File: src/rtl/block_assembler.sv
// -----------------------------------------------------------------------------
// block_assembler
//   Collects a raster stream of N-bit samples into 8x8 blocks using two
//   ping-pong banks. One bank can fill while the other is presented
//   downstream, so a 2-D DCT can consume whole blocks without stalling the
//   producer.
//
// Parameters
//   N          sample width in bits
//   TRANSPOSE  0 = k-th sample lands at row k/8, col k%8
//              1 = k-th sample lands at row k%8, col k/8
//
// Ports
//   clk        clock, all state changes on the rising edge
//   rst        asynchronous active-high reset
//   in_valid   in_data carries a sample
//   in_data    one N-bit sample
//   in_ready   the write bank is EMPTY and can take a sample
//   out_valid  data_out holds a complete block
//   out_ready  downstream consumes the block this cycle
//   data_out   packed block, row r / col c at [(r*8+c)*N +: N]
//
// Handshake: a transfer happens on a rising edge where valid and ready are
// both 1. in_ready and out_valid depend only on registered state, never on
// in_valid or out_ready, and data_out is held stable while out_valid = 1.
// -----------------------------------------------------------------------------
module block_assembler #(
  parameter int N         = 16,
  parameter int TRANSPOSE = 0
) (
  input  logic            clk,
  input  logic            rst,
  input  logic            in_valid,
  input  logic [N-1:0]    in_data,
  output logic            in_ready,
  output logic            out_valid,
  input  logic            out_ready,
  output logic [64*N-1:0] data_out
);

  // Storage and control state
  logic [64*N-1:0] bank_q [2];
  logic [1:0]      full_q,    full_d;     // 1 = FULL, 0 = EMPTY, per bank
  logic            wr_bank_q, wr_bank_d;
  logic            rd_bank_q, rd_bank_d;
  logic [5:0]      cnt_q,     cnt_d;

  logic            accept;
  logic            rd_done;
  logic [5:0]      wr_idx;

  assign in_ready  = ~full_q[wr_bank_q];
  assign out_valid = full_q[rd_bank_q];
  assign data_out  = bank_q[rd_bank_q];

  assign accept  = in_valid & in_ready;
  assign rd_done = out_valid & out_ready;

  // Linear position r*8+c. Column-major fill swaps the row and column
  // fields of the counter, i.e. position = (k%8)*8 + k/8.
  assign wr_idx = (TRANSPOSE != 0) ? {cnt_q[2:0], cnt_q[5:3]} : cnt_q;

  // A completing write and a read release can never target the same bank:
  // accept needs the write bank EMPTY, release needs the read bank FULL.
  // Both flag updates therefore apply independently in one edge.
  always_comb begin
    full_d    = full_q;
    wr_bank_d = wr_bank_q;
    rd_bank_d = rd_bank_q;
    cnt_d     = cnt_q;
    if (accept) begin
      cnt_d = cnt_q + 6'd1;
      if (cnt_q == 6'd63) begin
        full_d[wr_bank_q] = 1'b1;
        wr_bank_d         = ~wr_bank_q;
      end
    end
    if (rd_done) begin
      full_d[rd_bank_q] = 1'b0;
      rd_bank_d         = ~rd_bank_q;
    end
  end

  always_ff @(posedge clk or posedge rst) begin
    if (rst) begin
      bank_q[0] <= '0;
      bank_q[1] <= '0;
      full_q    <= 2'b00;
      wr_bank_q <= 1'b0;
      rd_bank_q <= 1'b0;
      cnt_q     <= 6'd0;
    end else begin
      if (accept) begin
        bank_q[wr_bank_q][int'(wr_idx)*N +: N] <= in_data;
      end
      full_q    <= full_d;
      wr_bank_q <= wr_bank_d;
      rd_bank_q <= rd_bank_d;
      cnt_q     <= cnt_d;
    end
  end

endmodule

File: config.mk
export PLATFORM = sky130hd
export DESIGN_NAME = block_assembler
export DESIGN_NICKNAME = d
export VERILOG_FILES = /design/src/rtl/block_assembler.sv
export SDC_FILE = /design/constraint.sdc
export NUM_CORES = 2
export LEC_CHECK = 0
export CORE_UTILIZATION = 40
export DETAILED_ROUTE_END_ITERATION = 8
export MAX_ROUTING_LAYER = met4
export SLEW_MARGIN = 20
export SYNTH_ARGS = -nofsm -noshare
export SYNTH_HDL_FRONTEND = slang
export SYNTH_SLANG_ARGS = --single-unit
File: constraint.sdc
create_clock -name clk -period 124 [get_ports clk]
set_input_delay 24.8 -clock clk [delete_from_list [all_inputs] [get_ports clk]]
set_output_delay 24.8 -clock clk [all_outputs]
set_load 0.01 [all_outputs]
==> summary.txt <==
STA
  • Clock Skew: 0.0449 ns
  • Slew Limit Fails: 0
  • Worst setup margin: 92.93 ns
  • Slew of the pin with the lowest slew margin: 1.17 ns
  • TNS Setup: 0 ns
  • Final Cycle Share: 0.251
  • Final setup fails: 0
  • Fmax: 32.2 MHz
  • RSZ-0062 raised after global routing: false
  • Post-layout min period: 31.07 ns
  • Fin. Hold Viols: 0
  • Worst rel slew slack: 0.218

Finish
  • Final #Nets: 7888
  • Most common cell after layout, fill and taps aside: mux2_2
  • Fin area: 112000 sq um
  • Fillers: 19554
  • Commonest non-fill, non-tap cells in the layout: 2516 x mux2_2, 2057 x dfrtp_1, 1029 x clkdlybuf4s50_1
  • Layout cell share with drive strength beyond 1: 0.389
  • Synth-to-Final Area Change: 23.4%

Setup path
  • Critical path required time: 99.20 ns
  • CP max FO: 178
  • CP cell instances: buf_6 -> buf_4 -> buf_4 -> buf_12 -> mux2_2 -> clkdlybuf4s50_1
  • Setup slack, reg-to-reg: 118.96 ns
  • Reg-to-reg endpoint: bank_q[848]$_DFFE_PP0P_
  • Reg-to-Reg Start: cnt_q[0]$_DFFE_PP0P_
  • R2R depth: 8
  • Worst EP arrival: 6.27 ns
  • Largest delay share family, worst path: buffers and inverters
  • Crit Path Category: flop to output pin
  • Setup crit end kind: output pin
  • Crit-path most repeated cell: buf_4
  • Crit path max-delay cell type: dfrtp_4
  • Worst Setup Start Kind: flop
  • CP Buf/Inv Count: 5
  • Slowest stage delay, CP: 0.91 ns

Clock network
  • Clock Sinks: 2058
  • Post-CTS resize count: 0
  • CTS Root Cell: clkbuf_16
  • CTS buffer count: 217
  • Clk buf depth: 3
  • H-tree levels: 4
  • Post CTS Setup Buffer Count: 0
  • Hold_buf cts: 0
  • Clk slew on worst S/H paths: 0.06 ns
  • Worst skew pair latency: 0.85 ns
  • CTS tree: yes

Min path
  • Cell count of the worst hold path: 2
  • Hold EP: bank_q[870]$_DFFE_PP0P_
  • Hold wc startpoint: bank_q[870]$_DFFE_PP0P_
  • HP Class: flop to flop

Logic synthesis
  • Synth warn: 0
  • Number of flops mapped to enable cells by yosys: 0
  • Cell area after synthesis: 90900 sq um
  • Register bit total from synthesis: 2058
  • Netlist cell types: 64
  • Syn_area_per_cell: 13.1 sq um
  • Ys flop type: dfrtp_1
  • Synth Instances: 6918
  • Register area share after synthesis: 0.567
  • Syn nets: 6941
  • Post-synth ARST share: 1.00

GRT
  • Vias in the first global route: 62255
  • First-pass GRT wire length: 461000 um
  • Total GRT Usage: 0.286
  • Largest net degree at the start of global routing: 181
  • Initial antenna violation count: 27
  • Remaining Overflow, GRT: 0

Floorplan
  • Die Y: 479 um
  • Die ar.: 229000 sq um
  • Ports: 1046
  • Initial Util: 0.403
  • Chip width: 479 um
  • # rows: 174
  • Core area: 225000 sq um

Place
  • Pre-CTS setup slack: 92.84 ns
  • IO buf count: 1045
  • Final RePlAce weighted congestion: 0.878
  • Placed Area: 105000 sq um
  • DP HPWL: 222000 um

Routing
  • DR iter-0 viols: 4133
  • ANT nets after route: 0
  • Routed len/inst: 29.0 um
  • Number of vias per cell: 5.45
  • Via Count: 60139
  • Router iterations before antenna repair: 5
  • DRT Wirelength: 320000 um
  • Drt drc: 0

Job
  • Maxcap violations: 0

Status
  • Status: finished clean

Power and ir drop
  • LEAKAGE: 52.9 nW
  • Pwr dens: 18.6 nW/um^2
  • Peak supply drop: 0.0234 mV
[flip-flops by register name (all words and copies together), names as in the netlist]
name / flops
bank_q: 2048
wr_bank_q: 1
full_q: 2
cnt_q: 6
rd_bank_q: 1
[per-layer routing]
metal,vias to the layer above,wire length (um),global-route usage,part of all wire
li1,26243,-,-,-
met1,31533,135000,0.366,0.42
met2,1925,146000,0.430,0.46
met3,438,25300,0.0774,0.079
met4,0,13800,0.110,0.043
met5,-,0,-,0
[tightest hold or removal path: stages, from the launching register on]
cell	delay [ns]
dfrtp_1	0.34
nand2_1	0.04
o21ai_0	0.06
[worst max-delay path by stage]
stage	end	slack (ns)	from	cells after the start
after global routing	data_out[757]	92.78	rd_bank_q$_DFFE_PP0P_	6
after CTS	data_out[760]	93.00	rd_bank_q$_DFFE_PP0P_	6
after global placement	bank_q[1551]$_DFFE_PP0P_	93.05	rst	8
after detailed placement	bank_q[1551]$_DFFE_PP0P_	92.84	rst	8
after floorplan	bank_q[0]$_DFFE_PP0P_	41.07	rst	1
final	data_out[754]	92.93	rd_bank_q$_DFFE_PP0P_	6
[cell type report]
class | instances | area [sq um] | area share
multi-input combinational | 4362 | 37900 | 0.338
antenna | 12 | 30.0 | 0.000268
sequential | 2058 | 51500 | 0.459
timing repair buffer | 1202 | 11700 | 0.104
tap | 2992 | 3740 | 0.0334
inverter | 24 | 97.6 | 0.000870
clock buffer | 326 | 6390 | 0.0570
clock inverter | 60 | 796 | 0.00710
[cells in the mapped netlist (2+ instances only)]
cell          n  share of area
a211oi_1      5        0.00041
a21o_1        2        0.00017
a21oi_1       7        0.00039
a31oi_1       2        0.00014
and2_0        6        0.00041
and2_1       88         0.0061
and3_1       26         0.0018
buf_1        12        0.00050
buf_2        84         0.0046
buf_4         7        0.00058
clkbuf_1    371          0.015
dfrtp_1    2058           0.57
ha_1          3        0.00041
inv_1        23        0.00095
mux2_2     2516           0.31
mux2i_1      18         0.0020
nand2_1     617          0.025
nand2b_1     36         0.0025
nand3_1      62         0.0034
nand4_1       7        0.00048
nor2_1      197         0.0081
nor2_2       11        0.00076
nor2b_1      37         0.0025
nor3_1        8        0.00044
nor3_2       13         0.0014
nor3_4        3        0.00054
nor3b_1       2        0.00017
o2111ai_1    18         0.0017
o211ai_1      8        0.00066
o21ai_0     615          0.034
o21ai_2       3        0.00029
o22ai_1       2        0.00014
or2_2         6        0.00041
or3_1         6        0.00041
or3b_2        2        0.00019
xnor2_1       8        0.00077
xor2_1        2        0.00019
[where the power goes]
part	internal [mW]	total (mW)	leakage (nW)	switching, mW
sequential	0.748	0.799	28.6	0.0509
combinational	0.240	0.630	20.8	0.390
clock	0.380	0.657	3.50	0.277
[logic make-up after synthesis]
logic type | share of synthesized area
DFF | 0.567
buffers and inverters | 0.0220
xor gates and xnor gates | 0.00114
AOI/OAI and AO/OA | 0.0395
adders and majority gates | 0.000413
and+or+nand+nor | 0.0564
muxes | 0.314
[through the flow]
| step | utilization | std cells | power [mW] | hold WS, ns |
|---|---|---|---|---|
| global placement | 0.465 | 10635 | 1.43 | 0.456 |
| detailed placement | 0.465 | 10636 | 1.44 | 0.465 |
| global route | 0.497 | 11028 | 2.17 | 0.490 |
| finish | 0.498 | 11036 | 2.09 | 0.474 |
| floorplan | - | 6918 | 1.16 | 0.444 |
| CTS | 0.497 | 11022 | 2.10 | 0.478 |
No activity file was read; power rests on OpenSTA's default activity.
